<file path="config.mk">
export PLATFORM = sky130hd
export DESIGN_NAME = instr_fetch_unit
export DESIGN_NICKNAME = d
export VERILOG_FILES = /design/src/rtl/instr_fetch_unit.sv
export SDC_FILE = /design/constraint.sdc
export NUM_CORES = 1
export LEC_CHECK = 0
export BUFFER_PORTS_ARGS = -buffer_cell sky130_fd_sc_hd__buf_2
export CAP_MARGIN = 20
export CORE_MARGIN = 2
export CORE_UTILIZATION = 55
export DETAILED_ROUTE_END_ITERATION = 10
export PLACE_DENSITY = 0.82
export SLEW_MARGIN = 30
export SYNTH_ARGS = -nofsm -noshare
export SYNTH_HDL_FRONTEND = slang
export SYNTH_SLANG_ARGS = --single-unit
export TNS_END_PERCENT = 5
</file>
<file path="constraint.sdc">
create_clock -name clk -period 6.6 [get_ports clk]
set_clock_uncertainty 0.1 [all_clocks]
set_input_delay 1.32 -clock clk [delete_from_list [all_inputs] [get_ports clk]]
set_output_delay 1.32 -clock clk [all_outputs]
set_load 0.01 [all_outputs]
</file>
<file path="src/rtl/instr_fetch_unit.sv">
// Instruction fetch front end: owns the fetch PC, issues reads to synchronous program
// memory and buffers returned {pc, word} pairs in a small prefetch FIFO for the core.
module instr_fetch_unit #(
   parameter int unsigned ADDR_W = 14,
   parameter int unsigned DEPTH  = 4
) (
   input  logic              clk,
   input  logic              reset,
   input  logic              redirect,
   input  logic [ADDR_W-1:0] redirect_addr,
   output logic              mem_req,
   output logic [ADDR_W-1:0] mem_addr,
   input  logic [18:0]       mem_rdata,
   output logic [18:0]       instr,
   output logic [ADDR_W-1:0] instr_pc,
   output logic              instr_valid,
   input  logic              instr_ready
);

   localparam int unsigned WORD_W = 19;
   localparam int unsigned PTR_W  = (DEPTH > 1) ? $clog2(DEPTH) : 1;
   localparam int unsigned CNT_W  = $clog2(DEPTH + 1);
   localparam int unsigned CRD_W  = CNT_W + 1;

   logic [ADDR_W-1:0] fetch_pc;
   logic [ADDR_W-1:0] inflight_pc;
   logic              inflight;
   logic [PTR_W-1:0]  rd_ptr;
   logic [PTR_W-1:0]  wr_ptr;
   logic [CNT_W-1:0]  count;
   logic [WORD_W-1:0] word_mem [DEPTH];
   logic [ADDR_W-1:0] pc_mem   [DEPTH];

   logic [CRD_W-1:0]  credit_used;
   logic              push;
   logic              pop;

   // Credit uses registered occupancy only, so a same-cycle pop never funds an issue.
   always_comb begin
      credit_used = CRD_W'(count) + CRD_W'(inflight);
      mem_req     = !reset && !redirect && (credit_used < CRD_W'(DEPTH));
      push        = inflight && !redirect;
      pop         = instr_valid && instr_ready;
   end

   assign mem_addr    = fetch_pc;
   assign instr_valid = (count != '0);
   assign instr       = word_mem[rd_ptr];
   assign instr_pc    = pc_mem[rd_ptr];

   // Control state; redirect flushes everything, including a response arriving now.
   always_ff @(posedge clk or posedge reset) begin
      if (reset) begin
         fetch_pc    <= '0;
         inflight    <= 1'b0;
         inflight_pc <= '0;
         rd_ptr      <= '0;
         wr_ptr      <= '0;
         count       <= '0;
      end else if (redirect) begin
         fetch_pc <= redirect_addr;
         inflight <= 1'b0;
         rd_ptr   <= '0;
         wr_ptr   <= '0;
         count    <= '0;
      end else begin
         inflight <= mem_req;
         if (mem_req) begin
            fetch_pc    <= fetch_pc + ADDR_W'(1);
            inflight_pc <= fetch_pc;
         end
         if (push) wr_ptr <= wr_ptr + PTR_W'(1);
         if (pop)  rd_ptr <= rd_ptr + PTR_W'(1);
         case ({push, pop})
            2'b10:   count <= count + CNT_W'(1);
            2'b01:   count <= count - CNT_W'(1);
            default: count <= count;
         endcase
      end
   end

   // FIFO storage; cleared on reset so the head reads as zero until the first push.
   always_ff @(posedge clk or posedge reset) begin
      if (reset) begin
         for (int i = 0; i < int'(DEPTH); i++) begin
            word_mem[i] <= '0;
            pc_mem[i]   <= '0;
         end
      end else if (push) begin
         word_mem[wr_ptr] <= mem_rdata;
         pc_mem[wr_ptr]   <= inflight_pc;
      end
   end

endmodule

</file>
# After elaboration in Yosys (flattened, before gate mapping)
# Cells that the tools add are included.
dict set report op_classes {
  n_bitwise 3
  n_mux 21
  n_eq_ne 2
  n_addsub 6
  n_reduce_logical 13
  magnitude_cmp 4
}
# op count
set ops {}
lappend ops {{76-bit bitwise mux} 1}
lappend ops {{14-bit 2-to-1 mux} 5}
lappend ops {{19-bit 2-to-1 mux} 3}
lappend ops {{56-bit bitwise mux} 1}
lappend ops {{19-bit binary-select mux with 2-bit select} 1}
lappend ops {{19-bit demux with 2-bit select} 1}
lappend ops {{14-bit binary-select mux with 2-bit select} 1}
lappend ops {{14-bit demux with 2-bit select} 1}
lappend ops {{14-bit by 1-bit adder with 14-bit output (second input constant)} 1}
lappend ops {{2-bit 2-to-1 mux} 4}
lappend ops {{3-bit >= comparator (second input constant)} 2}
lappend ops {{2-bit NOT with 3-bit output} 2}
lappend ops {{3-bit one-hot mux with 2 select lines} 1}
lappend ops {{2-bit nonzero test} 3}
lappend ops {{3-bit nonzero test} 2}
lappend ops {{1-bit logical AND} 5}
lappend ops {{2-bit by 1-bit adder with 2-bit output (second input constant)} 2}
lappend ops {{3-bit by 1-bit adder with 4-bit output} 1}
lappend ops {{4-bit by 3-bit < comparator with 1-bit output (second input constant)} 1}
lappend ops {{3-bit by 1-bit adder with 3-bit output (second input constant)} 1}
lappend ops {{3-bit by 1-bit < comparator with 1-bit output (second input constant)} 1}
lappend ops {{3-bit 2-to-1 mux} 1}
lappend ops {{3-bit by 1-bit subtractor with 3-bit output (second input constant)} 1}
lappend ops {{2-bit by 1-bit equality test with 1-bit output (second input constant)} 1}
lappend ops {{5 further kinds} 6}
dict set report word_totals {
  input_bits 37
  elab_cells 63
  regBits 168
}

# Logic depth before layout (Yosys ltp)
dict set report depth {
  depth_word 6
  depth_mapped 9
}

# Least setup slack after synthesis
# Ideal clock, no wire load.
dict set report synth_path {
  path_type {input -> output}
  from {in reset}
  to {out mem_req}
  stages 4
  setup_slack_ns 3.132
  required_ns 5.180
  arrival_ns 2.048
  path_cell_list {a311o_1 -> buf_6 -> nor2_4 -> buf_6}
}
dict set report synth_between {
  elab_chain_len 3
}
# item line
set synth_lines {}
lappend synth_lines {{start: declaration} 8} ;# input logic reset,
lappend synth_lines {{1-bit zero test (no source line)} -}
lappend synth_lines {{1-bit logical AND (2 in a row)} 41} ;# mem_req = !reset && !redirect && (credit_used < CRD_W'(DEPTH));
lappend synth_lines {{end: declaration} 11} ;# output logic mem_req,
# Every way passes these cells.

# Final worst setup path
# Same ends and word-level chain as after synthesis.

==> results.ini <==
[worst_setup_path]
critical_path.most_common_cell=buf_2
cp_top_family=compound AO/OA/AOI/OAI gates
cpMaxStageDelayCell=a311o_1
worstPathRequired_ns=5.18
path_buf_inv=2
cpPeakStageDelay_ns=0.48
cp.arrival_ns=2.61
worstPathCellList=buf_2 > a311o_1 > nor2_4 > buf_2
worstSetupStartpointType=primary input
critical_path.max_fanout=15
crit_type=in -> out
end_kind=output port

[placed_design]
gp_congestion=0.792
portBuffers=85
dp_hpwl_um=8920
dp_slack_ns=2.57
placedCellCount=721

[clock_network]
postCtsSetupRepairBufs=0
cts_tree=yes
h-tree-depth=4
numCtsBuffers=17
cts_num_sinks=168
cts-root-buf=clkbuf_16
clk_pin_slew_ns=0.06
clock_latency_ns=0.42
cts_hold_buf=0
cts-resized-gates=0
cts_buffer_depth=2

[detailed_routing]
wl_um=14400
vias=4349
drc=0
wl_per_cell_um=19.2
first_pass_iters=4
drtIter0Drc=312
drt-vias-per-instance=5.78
ant_nets=0

[sta]
finalSetupViolCount=0
fin_crit_ns=4.03
hold_violations=0
tightestPinTransition_ns=0.983
fmax_ghz=0.248
rsz0062_at_grt=false
timing.final.crit_share=0.611
slew_headroom=0.343
hold_ws_ns=0.399
report.final.slew_viol_count=0
setup_tns_ns=0
layout_setup_ws_ns=2.57

[grt]
grt_overflow_total=0
grt_pass1_wl_um=23500
grt_pass1_vias=4606
grt_max_degree=118
antenna_found_initial=0
grt_util_all_layers=0.212

[pwr]
share_comb_of_total_power=0.290
seqPwrFrac=0.431
p_sw_frac=0.289
p_clk_frac=0.279
p_sw_uw=1050
powerDensity_nw_per_um2=421
leakage_uw=0.00405
peakVddDrop_v=0.000254
p_int_uw=2590

[final_layout]
antenna_cells=0
final_util=0.651
drive_gt1_frac=0.543
nNetsFinal=607
seqCellArea_um2=4210
multi_input_area_um2=3140
fillCellCount=964
final_common_cell=dfrtp_1
layout_common_cells=dfrtp_1, mux2_2, buf_2
instances_no_fill=752
area_growth_pct=15.5

[flow_run]
drv_cap=0

[yosys]
synth_edf_count=0
synth_xor_area_frac=0.0175
postSynthCellCount=485
synth_flop_cell=dfrtp_1
yosys-top-cells-area=dfrtp_1, mux2_2, mux4_2
yosys-mux-area-fraction=0.327
synth_area_per_cell_um2=15.4
synth_top_family_by_area=multiplexers
yosys.area_share.simple=0.0443
synth_largest_area_cell=dfrtp_1
synth_area_um2=7490
yosysTopAreaCellShare=0.561
synth_nets=528
yosys_register_bits=168
synth_compound_area_frac=0.0169
yosysWarnings=0
synth-async-reset-ratio=1.00
yosysUniqueCellTypes=35
synth_fa_ha_area_frac=0.0110
yosysSeqAreaShare=0.561

[floorplan]
ios=86
dieArea_um2=14600
core_um2=13300
row_count=42
start_util=0.563
die_h_um=121
die_x_um=121

[hold_path]
hold_path_class=reg -> reg

[outcome]
status=complete, no violations

worst reg2reg max path, cell delays in order, from the launching register on:
cell     delay, ns
dfrtp_1       0.55
nor2b_1       0.52
nand2_2       0.69
mux2_2        0.56
Yosys cell counts (2+ instances only):
library cell	n
nand4_1	5
xor2_1	7
mux2i_1	5
mux4_2	33
dfrtp_1	168
and4_1	2
a31oi_1	2
nor2b_1	3
o21ai_0	11
nand3_1	6
nand2_1	19
and2_1	2
nor2_1	11
xnor2_1	8
ha_1	5
clkbuf_1	7
buf_6	2
inv_1	6
buf_2	18
nor4_4	2
nor3_1	2
mux2_2	147
or3_1	2
power by group through the flow:
stage	registers [uW]	clock network, uW	logic (uW)
after CTS	1570	1030	1080
after detailed placement	1580	0	1070
final	1570	1020	1060
after global routing	1610	1080	1150
after global placement	1550	0	1040
after floorplan	1490	0	808
path summary, 6_finish.rpt:
kind / startpoint / to / slack [ns] / depth (start not counted)
hold / removal: word_mem[26] / word_mem[26] / 0.40 / 1
max in group asynchronous: reset / word_mem[49] / 4.26 / 3
hold reg to reg: word_mem[26] / word_mem[26] / 0.40 / 1
setup / recovery: reset / mem_req / 2.57 / 4
min in group asynchronous: reset / count[2] / 0.99 / 2
setup reg to reg: inflight / word_mem[60] / 4.06 / 3
per-stage QoR:
stage	area, um2	total power, uW
6_report	8650	3640
5_1_grt	8650	3840
4_1_cts	8650	3680
3_5_place_dp	8030	2650
3_3_place_gp	8030	2590
2_1_floorplan	7490	2300
metal layers:
metal | part of all wire | GRT usage | wire length [um] | up-vias
met5 | 0 | 0 | 0 | -
met4 | 0.0088 | 0.0480 | 127 | 0
met3 | 0.054 | 0.0632 | 773 | 13
met2 | 0.51 | 0.353 | 7400 | 116
met1 | 0.42 | 0.277 | 6120 | 2284
li1 | - | - | - | 1936
registers in the layout, summed over array words and instances, names as in the netlist:
register     flops
word_mem        76
pc_mem          56
inflight_pc     14
mem_addr        14
count            3
rd_ptr           2
wr_ptr           2
inflight         1
logic make-up (layout without fill, tap and decap cells):
kind of cell               count (synthesis)  in the layout
muxes                                    185            185
DFF                                      168            168
and+or+nand+nor                           59             59
xor gates and xnor gates                  15             15
adders and majority gates                  6              6
buffers and inverters                     34            125
AOI/OAI and AO/OA                         18             18
layout make-up:
| class | instances | share of cell area |
|---|---|---|
| Clock buffer | 22 | 0.0571 |
| Sequential cell | 168 | 0.486 |
| Tap cell | 176 | 0.0254 |
| Multi-Input combinational cell | 283 | 0.362 |
| Clock inverter | 9 | 0.0139 |
| Inverter | 6 | 0.00347 |
| Timing Repair Buffer | 88 | 0.0518 |
Note: power is estimated with default switching activity, not from simulation.
